===== src/rtl/dcache_writeback_queue_pkg.sv =====
// Shared DCache constants, line type and writeback FSM state encoding.
package dcache_writeback_queue_pkg;

   localparam int DC_BANKS     = 16;
   localparam int DC_BANK_BITS = 32;
   localparam int DC_OFFSET_W  = 6;

   typedef logic [DC_BANKS-1:0][DC_BANK_BITS-1:0] dc_line_t;

   localparam logic [1:0] AXI_BURST_INCR = 2'b01;
   localparam logic [3:0] DCACHE_WR_ID   = 4'd1;

   typedef enum logic [1:0] {WB_IDLE, WB_AW, WB_W, WB_B} wb_state_e;

   function automatic logic [2:0] axi_size(input int bank_bits);
      return 3'($clog2(bank_bits / 8));
   endfunction

   localparam logic [2:0] AXI_SIZE_BANK = axi_size(DC_BANK_BITS);

endpackage


===== src/rtl/dcache_wb_axi_fsm.sv =====
// AXI write-burst engine: one AW, BANKS W beats, one B per victim line.
module dcache_wb_axi_fsm
   import dcache_writeback_queue_pkg::*;
#(
   parameter int BANKS     = DC_BANKS,
   parameter int BANK_BITS = DC_BANK_BITS,
   parameter int ADDR_W    = 32,
   parameter int OFFSET_W  = DC_OFFSET_W
) (
   input  logic                          clk,
   input  logic                          rst,
   input  logic                          start,
   input  logic [ADDR_W-OFFSET_W-1:0]    blk,
   input  logic [BANKS*BANK_BITS-1:0]    line,
   output logic                          done,
   output logic                          err,
   output logic                          aw_valid,
   input  logic                          aw_ready,
   output logic [ADDR_W-1:0]             aw_addr,
   output logic                          w_valid,
   input  logic                          w_ready,
   output logic [BANK_BITS-1:0]          w_data,
   output logic                          w_last,
   input  logic                          b_valid,
   output logic                          b_ready,
   input  logic [1:0]                    b_resp
);

   localparam int                BEAT_W    = $clog2(BANKS);
   localparam logic [BEAT_W-1:0] LAST_BEAT = BEAT_W'(BANKS - 1);

   wb_state_e                       state;
   logic [BEAT_W-1:0]               beat;
   logic [BANKS-1:0][BANK_BITS-1:0] banks;

   // The head entry is held by the queue until done, so these stay stable while stalled.
   assign banks   = line;
   assign aw_addr = {blk, {OFFSET_W{1'b0}}};
   assign w_data  = banks[beat];
   assign w_last  = w_valid & (beat == LAST_BEAT);
   assign done    = b_ready & b_valid;
   assign err     = done & (b_resp != 2'b00);

   always_ff @(posedge clk) begin
      if (rst) begin
         state    <= WB_IDLE;
         beat     <= '0;
         aw_valid <= 1'b0;
         w_valid  <= 1'b0;
         b_ready  <= 1'b0;
      end else begin
         case (state)
            WB_IDLE: begin
               if (start) begin
                  state    <= WB_AW;
                  aw_valid <= 1'b1;
                  beat     <= '0;
               end
            end
            WB_AW: begin
               if (aw_valid && aw_ready) begin
                  state    <= WB_W;
                  aw_valid <= 1'b0;
                  w_valid  <= 1'b1;
               end
            end
            WB_W: begin
               if (w_ready) begin
                  if (beat == LAST_BEAT) begin
                     state   <= WB_B;
                     w_valid <= 1'b0;
                     b_ready <= 1'b1;
                  end else begin
                     beat <= beat + BEAT_W'(1);
                  end
               end
            end
            WB_B: begin
               if (b_valid) begin
                  state   <= WB_IDLE;
                  b_ready <= 1'b0;
               end
            end
            default: state <= WB_IDLE;
         endcase
      end
   end

endmodule


===== src/rtl/dcache_writeback_queue.sv =====
// Victim buffer between the DCache miss unit and the AXI write channel.
module dcache_writeback_queue
   import dcache_writeback_queue_pkg::*;
#(
   parameter int ENTRIES   = 4,
   parameter int BANKS     = DC_BANKS,
   parameter int BANK_BITS = DC_BANK_BITS,
   parameter int ADDR_W    = 32,
   parameter int OFFSET_W  = DC_OFFSET_W,
   parameter int MISS_W    = 2,
   parameter int AXI_ID    = 1
) (
   input  logic                       clk,
   input  logic                       rst,
   input  logic                       enq_valid,
   output logic                       enq_ready,
   input  logic                       enq_dirty,
   input  logic [ADDR_W-1:0]          enq_addr,
   input  logic [BANKS*BANK_BITS-1:0] enq_data,
   input  logic [MISS_W-1:0]          enq_miss_idx,
   output logic                       wend,
   output logic [MISS_W-1:0]          wend_miss_idx,
   input  logic [ADDR_W-1:0]          lookup_addr,
   output logic                       lookup_hit,
   output logic                       aw_valid,
   input  logic                       aw_ready,
   output logic [ADDR_W-1:0]          aw_addr,
   output logic [3:0]                 aw_id,
   output logic [7:0]                 aw_len,
   output logic [2:0]                 aw_size,
   output logic [1:0]                 aw_burst,
   output logic                       w_valid,
   input  logic                       w_ready,
   output logic [BANK_BITS-1:0]       w_data,
   output logic [BANK_BITS/8-1:0]     w_strb,
   output logic                       w_last,
   input  logic                       b_valid,
   output logic                       b_ready,
   input  logic [1:0]                 b_resp,
   output logic                       wb_error
);

   localparam int PTR_W  = $clog2(ENTRIES);
   localparam int CNT_W  = PTR_W + 1;
   localparam int BLK_W  = ADDR_W - OFFSET_W;
   localparam int LINE_W = BANKS * BANK_BITS;

   logic [BLK_W-1:0]  blk_q  [ENTRIES];
   logic [LINE_W-1:0] line_q [ENTRIES];
   logic [ENTRIES-1:0] vld_q;
   logic [PTR_W-1:0]  head;
   logic [PTR_W-1:0]  tail;
   logic [CNT_W-1:0]  count;

   logic enq_accept;
   logic enq_push;
   logic deq;
   logic deq_err;
   logic unused_offset;

   assign unused_offset = ^{enq_addr[OFFSET_W-1:0], lookup_addr[OFFSET_W-1:0]};

   // Ready depends only on the registered count so it never combinationally follows a dequeue.
   assign enq_ready  = (count != CNT_W'(ENTRIES));
   assign enq_accept = enq_valid & (~enq_dirty | enq_ready);
   assign enq_push   = enq_valid & enq_dirty & enq_ready;

   assign aw_id    = 4'(AXI_ID);
   assign aw_len   = 8'(BANKS - 1);
   assign aw_size  = axi_size(BANK_BITS);
   assign aw_burst = AXI_BURST_INCR;
   assign w_strb   = '1;

   always_comb begin
      lookup_hit = 1'b0;
      for (int i = 0; i < ENTRIES; i++) begin
         if (vld_q[i] && (blk_q[i] == lookup_addr[ADDR_W-1:OFFSET_W]))
            lookup_hit = 1'b1;
      end
   end

   always_ff @(posedge clk) begin
      if (enq_push) begin
         blk_q[tail]  <= enq_addr[ADDR_W-1:OFFSET_W];
         line_q[tail] <= enq_data;
      end
      if (enq_accept)
         wend_miss_idx <= enq_miss_idx;
   end

   // While not full, tail never aliases a valid head, so set and clear hit distinct entries.
   always_ff @(posedge clk) begin
      if (rst) begin
         vld_q    <= '0;
         head     <= '0;
         tail     <= '0;
         count    <= '0;
         wend     <= 1'b0;
         wb_error <= 1'b0;
      end else begin
         wend <= enq_accept;
         if (enq_push) begin
            vld_q[tail] <= 1'b1;
            tail        <= tail + PTR_W'(1);
         end
         if (deq) begin
            vld_q[head] <= 1'b0;
            head        <= head + PTR_W'(1);
         end
         count    <= count + CNT_W'(enq_push) - CNT_W'(deq);
         wb_error <= wb_error | deq_err;
      end
   end

   dcache_wb_axi_fsm #(
      .BANKS     (BANKS),
      .BANK_BITS (BANK_BITS),
      .ADDR_W    (ADDR_W),
      .OFFSET_W  (OFFSET_W)
   ) u_axi_fsm (
      .clk      (clk),
      .rst      (rst),
      .start    (vld_q[head]),
      .blk      (blk_q[head]),
      .line     (line_q[head]),
      .done     (deq),
      .err      (deq_err),
      .aw_valid (aw_valid),
      .aw_ready (aw_ready),
      .aw_addr  (aw_addr),
      .w_valid  (w_valid),
      .w_ready  (w_ready),
      .w_data   (w_data),
      .w_last   (w_last),
      .b_valid  (b_valid),
      .b_ready  (b_ready),
      .b_resp   (b_resp)
   );

endmodule


===== config.mk =====
export PLATFORM = sky130hd
export DESIGN_NAME = dcache_writeback_queue
export DESIGN_NICKNAME = d
export VERILOG_FILES = /design/src/rtl/dcache_writeback_queue_pkg.sv /design/src/rtl/dcache_wb_axi_fsm.sv /design/src/rtl/dcache_writeback_queue.sv
export SDC_FILE = /design/constraint.sdc
export NUM_CORES = 2
export LEC_CHECK = 0
export CORE_MARGIN = 2
export CORE_UTILIZATION = 37
export CTS_BUF_LIST = sky130_fd_sc_hd__clkbuf_4 sky130_fd_sc_hd__clkbuf_8
export CTS_CLUSTER_DIAMETER = 50
export CTS_CLUSTER_SIZE = 16
export DETAILED_ROUTE_END_ITERATION = 6
export GPL_ROUTABILITY_DRIVEN = 0
export SYNTH_ARGS = -nofsm -noshare
export SYNTH_HDL_FRONTEND = slang
export SYNTH_SLANG_ARGS = --single-unit
export TNS_END_PERCENT = 5

===== constraint.sdc =====
create_clock -name clk -period 49.3 [get_ports clk]
set_input_delay 9.86 -clock clk [delete_from_list [all_inputs] [get_ports clk]]
set_output_delay 9.86 -clock clk [all_outputs]
set_load 0.005 [all_outputs]

==> impl_results.md <==
* Largest net degree at the start of global routing at 133
* RSZ-0062 raised after global routing: no
* IR drop worst, VDD at about 0.023 mV
* Mapped cell area at 84660 um^2
* Ys Warns at 0
* Crit. End Element: output port
* CP Cell Sequence: clkdlybuf4s50_1 -> xor2_1 -> nor4_1 -> nand4_1 -> or4_1 -> nand4_1 -> clkdlybuf4s50_1
* Final setup viols at 0
* Vias in the first global route at around 43000
* Vias at between 40000 and 50000
* Layout cell share with drive strength beyond 1 at 0.1999
* Worst-Skew Late Latency at a little over 1 ns
* Die width at about 480 um
* Clock Path Buffers at 3
* Die H at about 480 um
* DRT Pass-1 Iters at 5
* Post-place setup slack at 27.00 ns
* Num rows at 175
* H-tree lvl count at 4
* Post-synth EDFFs at ~2200
* Congestion Overflow GR at 0
* Antenna-violating nets left at 0
* Peak Freq at 0.04468 GHz
* CTS Hold Bufs at 0
* Synth cell types at 61
* Startpoint Class: input port
* Average cell area after synthesis at 21.46 um^2
* Design Power at 3.571 mW
* Slew margin rel. at 0.1546
* Worst path slowest cell: clkdlybuf4s50_1
* Post-CTS Setup Bufs at 0
* Number of synthesized register bits at 2178
* Initial antenna violation count at approximately 140
* Slew @ Worst Pin at approximately 1.3 ns
* P_sw at slightly above 800 uW
* Resized cells post-CTS at 0
* Final worst-path cycle share at 0.4540
* Critical Path RT at roughly 40 ns
* DRC Markers at 0
* Dominant cells by area after synthesis: edfxtp_1, mux4_2, mux2i_1, mux2_2, xnor2_1
* Worst Hold Class: register to register
* Final WS setup at ~27 ns
* Fin. Hold Viols at 0
* Global-route usage over all layers at 0.1953
* Switching Fraction at 0.2300
* Critical Path AT at around 13 ns
* Combinational share of power at 0.053
* Via/cell ratio at 5.337
* Lkg Pwr at ~30 nW
* Post-synth ARST share at 0
* Clock slew at reported path FFs at ~0.090 ns
* DR iter-0 viols at approximately 3300
* Sequential share of the synthesized area at 0.7697
* Max Clock Skew at a little over 0.09 ns
* Int Pwr at approximately 2.7 mW
* Max Cap Viol at 0
* I/O Pins at between 600 and 700
* Slew Viols, Final at 0
* I/O Buffers at 642
* Clock power frac at 0.360
* Seq pwr share at 0.587
* Most used DFF post-synth: edfxtp_1
* Post-synth top area share at 0.7640
* Area leader, netlist: edfxtp_1
* Kind of critical path: input port to output port
* Core area at around 230000 um^2
* Final WL at approximately 230000 um
* Clock root buffer master: clkbuf_8
* Global-route wire length before repair at ~320000 um
* Tmin final at 22.38 ns
* Inserted Clock Buffers at around 220
* CP max FO at 4
* Num Clock Sinks at approximately 2200
* Sum of negative setup slack at 0 ns
* Final net count at between 5000 and 6000
* Wirelength per Cell at approximately 30 um
* Status: complete, no violations
* Die area at about 230000 um^2
* CTS tree: built
* Initial core utilization at 0.3721
* DP Wirelength at approximately 150000 um
* Post-Synthesis Cells at slightly below 4000
* PD cells at about 36 nW/um^2
* Worst path max stage delay at 0.60 ns
* Area Growth Syn to Fin at 17.51%
metrics by stage:
step                instance area [um^2]  utilization  instances  hold slack [ns]
floorplan                          84760            -       3970           0.4421
CTS                                99430       0.4370       7861           0.4593
finish                             99490       0.4373       7887           0.4552
global placement                   94340       0.4147       7456           0.4452
detailed placement                 94340       0.4147       7456           0.4460
global route                       99470       0.4373       7880           0.4873
cell usage after synthesis (29+ instances only):
cell and n:
edfxtp_1 2154, mux4_2 413, mux2i_1 284, a21oi_1 92, buf_2 88, clkbuf_1 73
a211oi_1 61, mux2_2 61, xnor2_1 60, buf_4 57, nand2_1 54, xor2_1 51
o22ai_1 44, a22oi_1 43, o21ai_0 40, a221oi_1 36, nor2_1 31, o221ai_1 29
worst max-delay path: cells and delay by family:
family                    cells  cell delay (ns)
buffers and inverters         2             1.12
and+or+nand+nor               4             1.31
xor gates and xnor gates      1             0.23
flip-flops by register name (all words and copies together) (netlist names), 2 cells and up, named ones only:
signal and flops:
line_q 2048, vld_q 4, tail 2, wend_miss_idx 2, u_axi_fsm.beat 4, count 3, u_axi_fsm.state 2, blk_q 104
head 2
routing by layer:
layer | up-vias | track usage | wire length [um]
met1 | 22227 | 0.2544 | 95500
met3 | 438 | 0.05330 | 16550
li1 | 17990 | - | -
met5 | - | 0 | 762
met2 | 1319 | 0.3218 | 113600
met4 | 122 | 0.05368 | 5199
cells in the final DEF, fill, tap and decap left out, types with 29 or more instances in the layout:
cell type	count
a221oi_1	34
a21oi_1	92
mux2i_1	284
clkdlybuf4s50_1	642
clkbuf_8	218
mux4_2	413
o21ai_0	40
a211oi_1	61
xor2_1	51
mux2_2	61
edfxtp_1	2154
nand2_1	54
o22ai_1	44
xnor2_1	60
o221ai_1	29
buf_4	79
a22oi_1	43
logic make-up (layout without fill, tap and decap cells):
kind of cell | after synthesis | in the layout | synth area share
adder cells (fa/ha/maj) | 17 | 17 | 0.002601
XOR/XNOR | 111 | 111 | 0.01148
AO/OA/AOI/OAI | 440 | 440 | 0.03672
flip-flops | 2178 | 2178 | 0.7697
multiplexers | 758 | 758 | 0.1516
AND/OR/NAND/NOR | 170 | 170 | 0.009916
other | 2 | 53 | 0.00008870
buffers and inverters | 269 | 1151 | 0.01797
area by class of cell:
| cell class | instances | area (um^2) |
|---|---|---|
| fillers | 19575 | 128000 |
| flip-flops and latches | 2178 | 65190 |
| inverters | 17 | 66.31 |
| multi-input cells | 1523 | 18140 |
| diodes | 26 | 65.06 |
| clock buffers | 239 | 3158 |
| well taps | 3009 | 3765 |
| repair buffers | 729 | 7179 |
| clock inverters | 166 | 1933 |
path summary, 6_finish.rpt:
| kind | start | end | slack, ns | cells past startpoint |
|---|---|---|---|---|
| hold / removal | wb_error | wb_error | 0.46 | 2 |
| setup reg to reg | count[1] | line_q[0][396] | 44.59 | 7 |
| setup / recovery | lookup_addr[7] | lookup_hit | 26.92 | 7 |
| hold reg to reg | wb_error | wb_error | 0.46 | 2 |
power groups by stage:
stage                     registers (mW)  logic, mW  clock network, mW
after floorplan                     2.16     0.0775                  0
after global placement              2.14      0.189                  0
after detailed placement            2.14      0.193                  0
after CTS                           2.10      0.194               1.32
after global routing                2.10      0.205               1.38
final                               2.10      0.190               1.28
No activity file was read; power rests on OpenSTA's default activity.
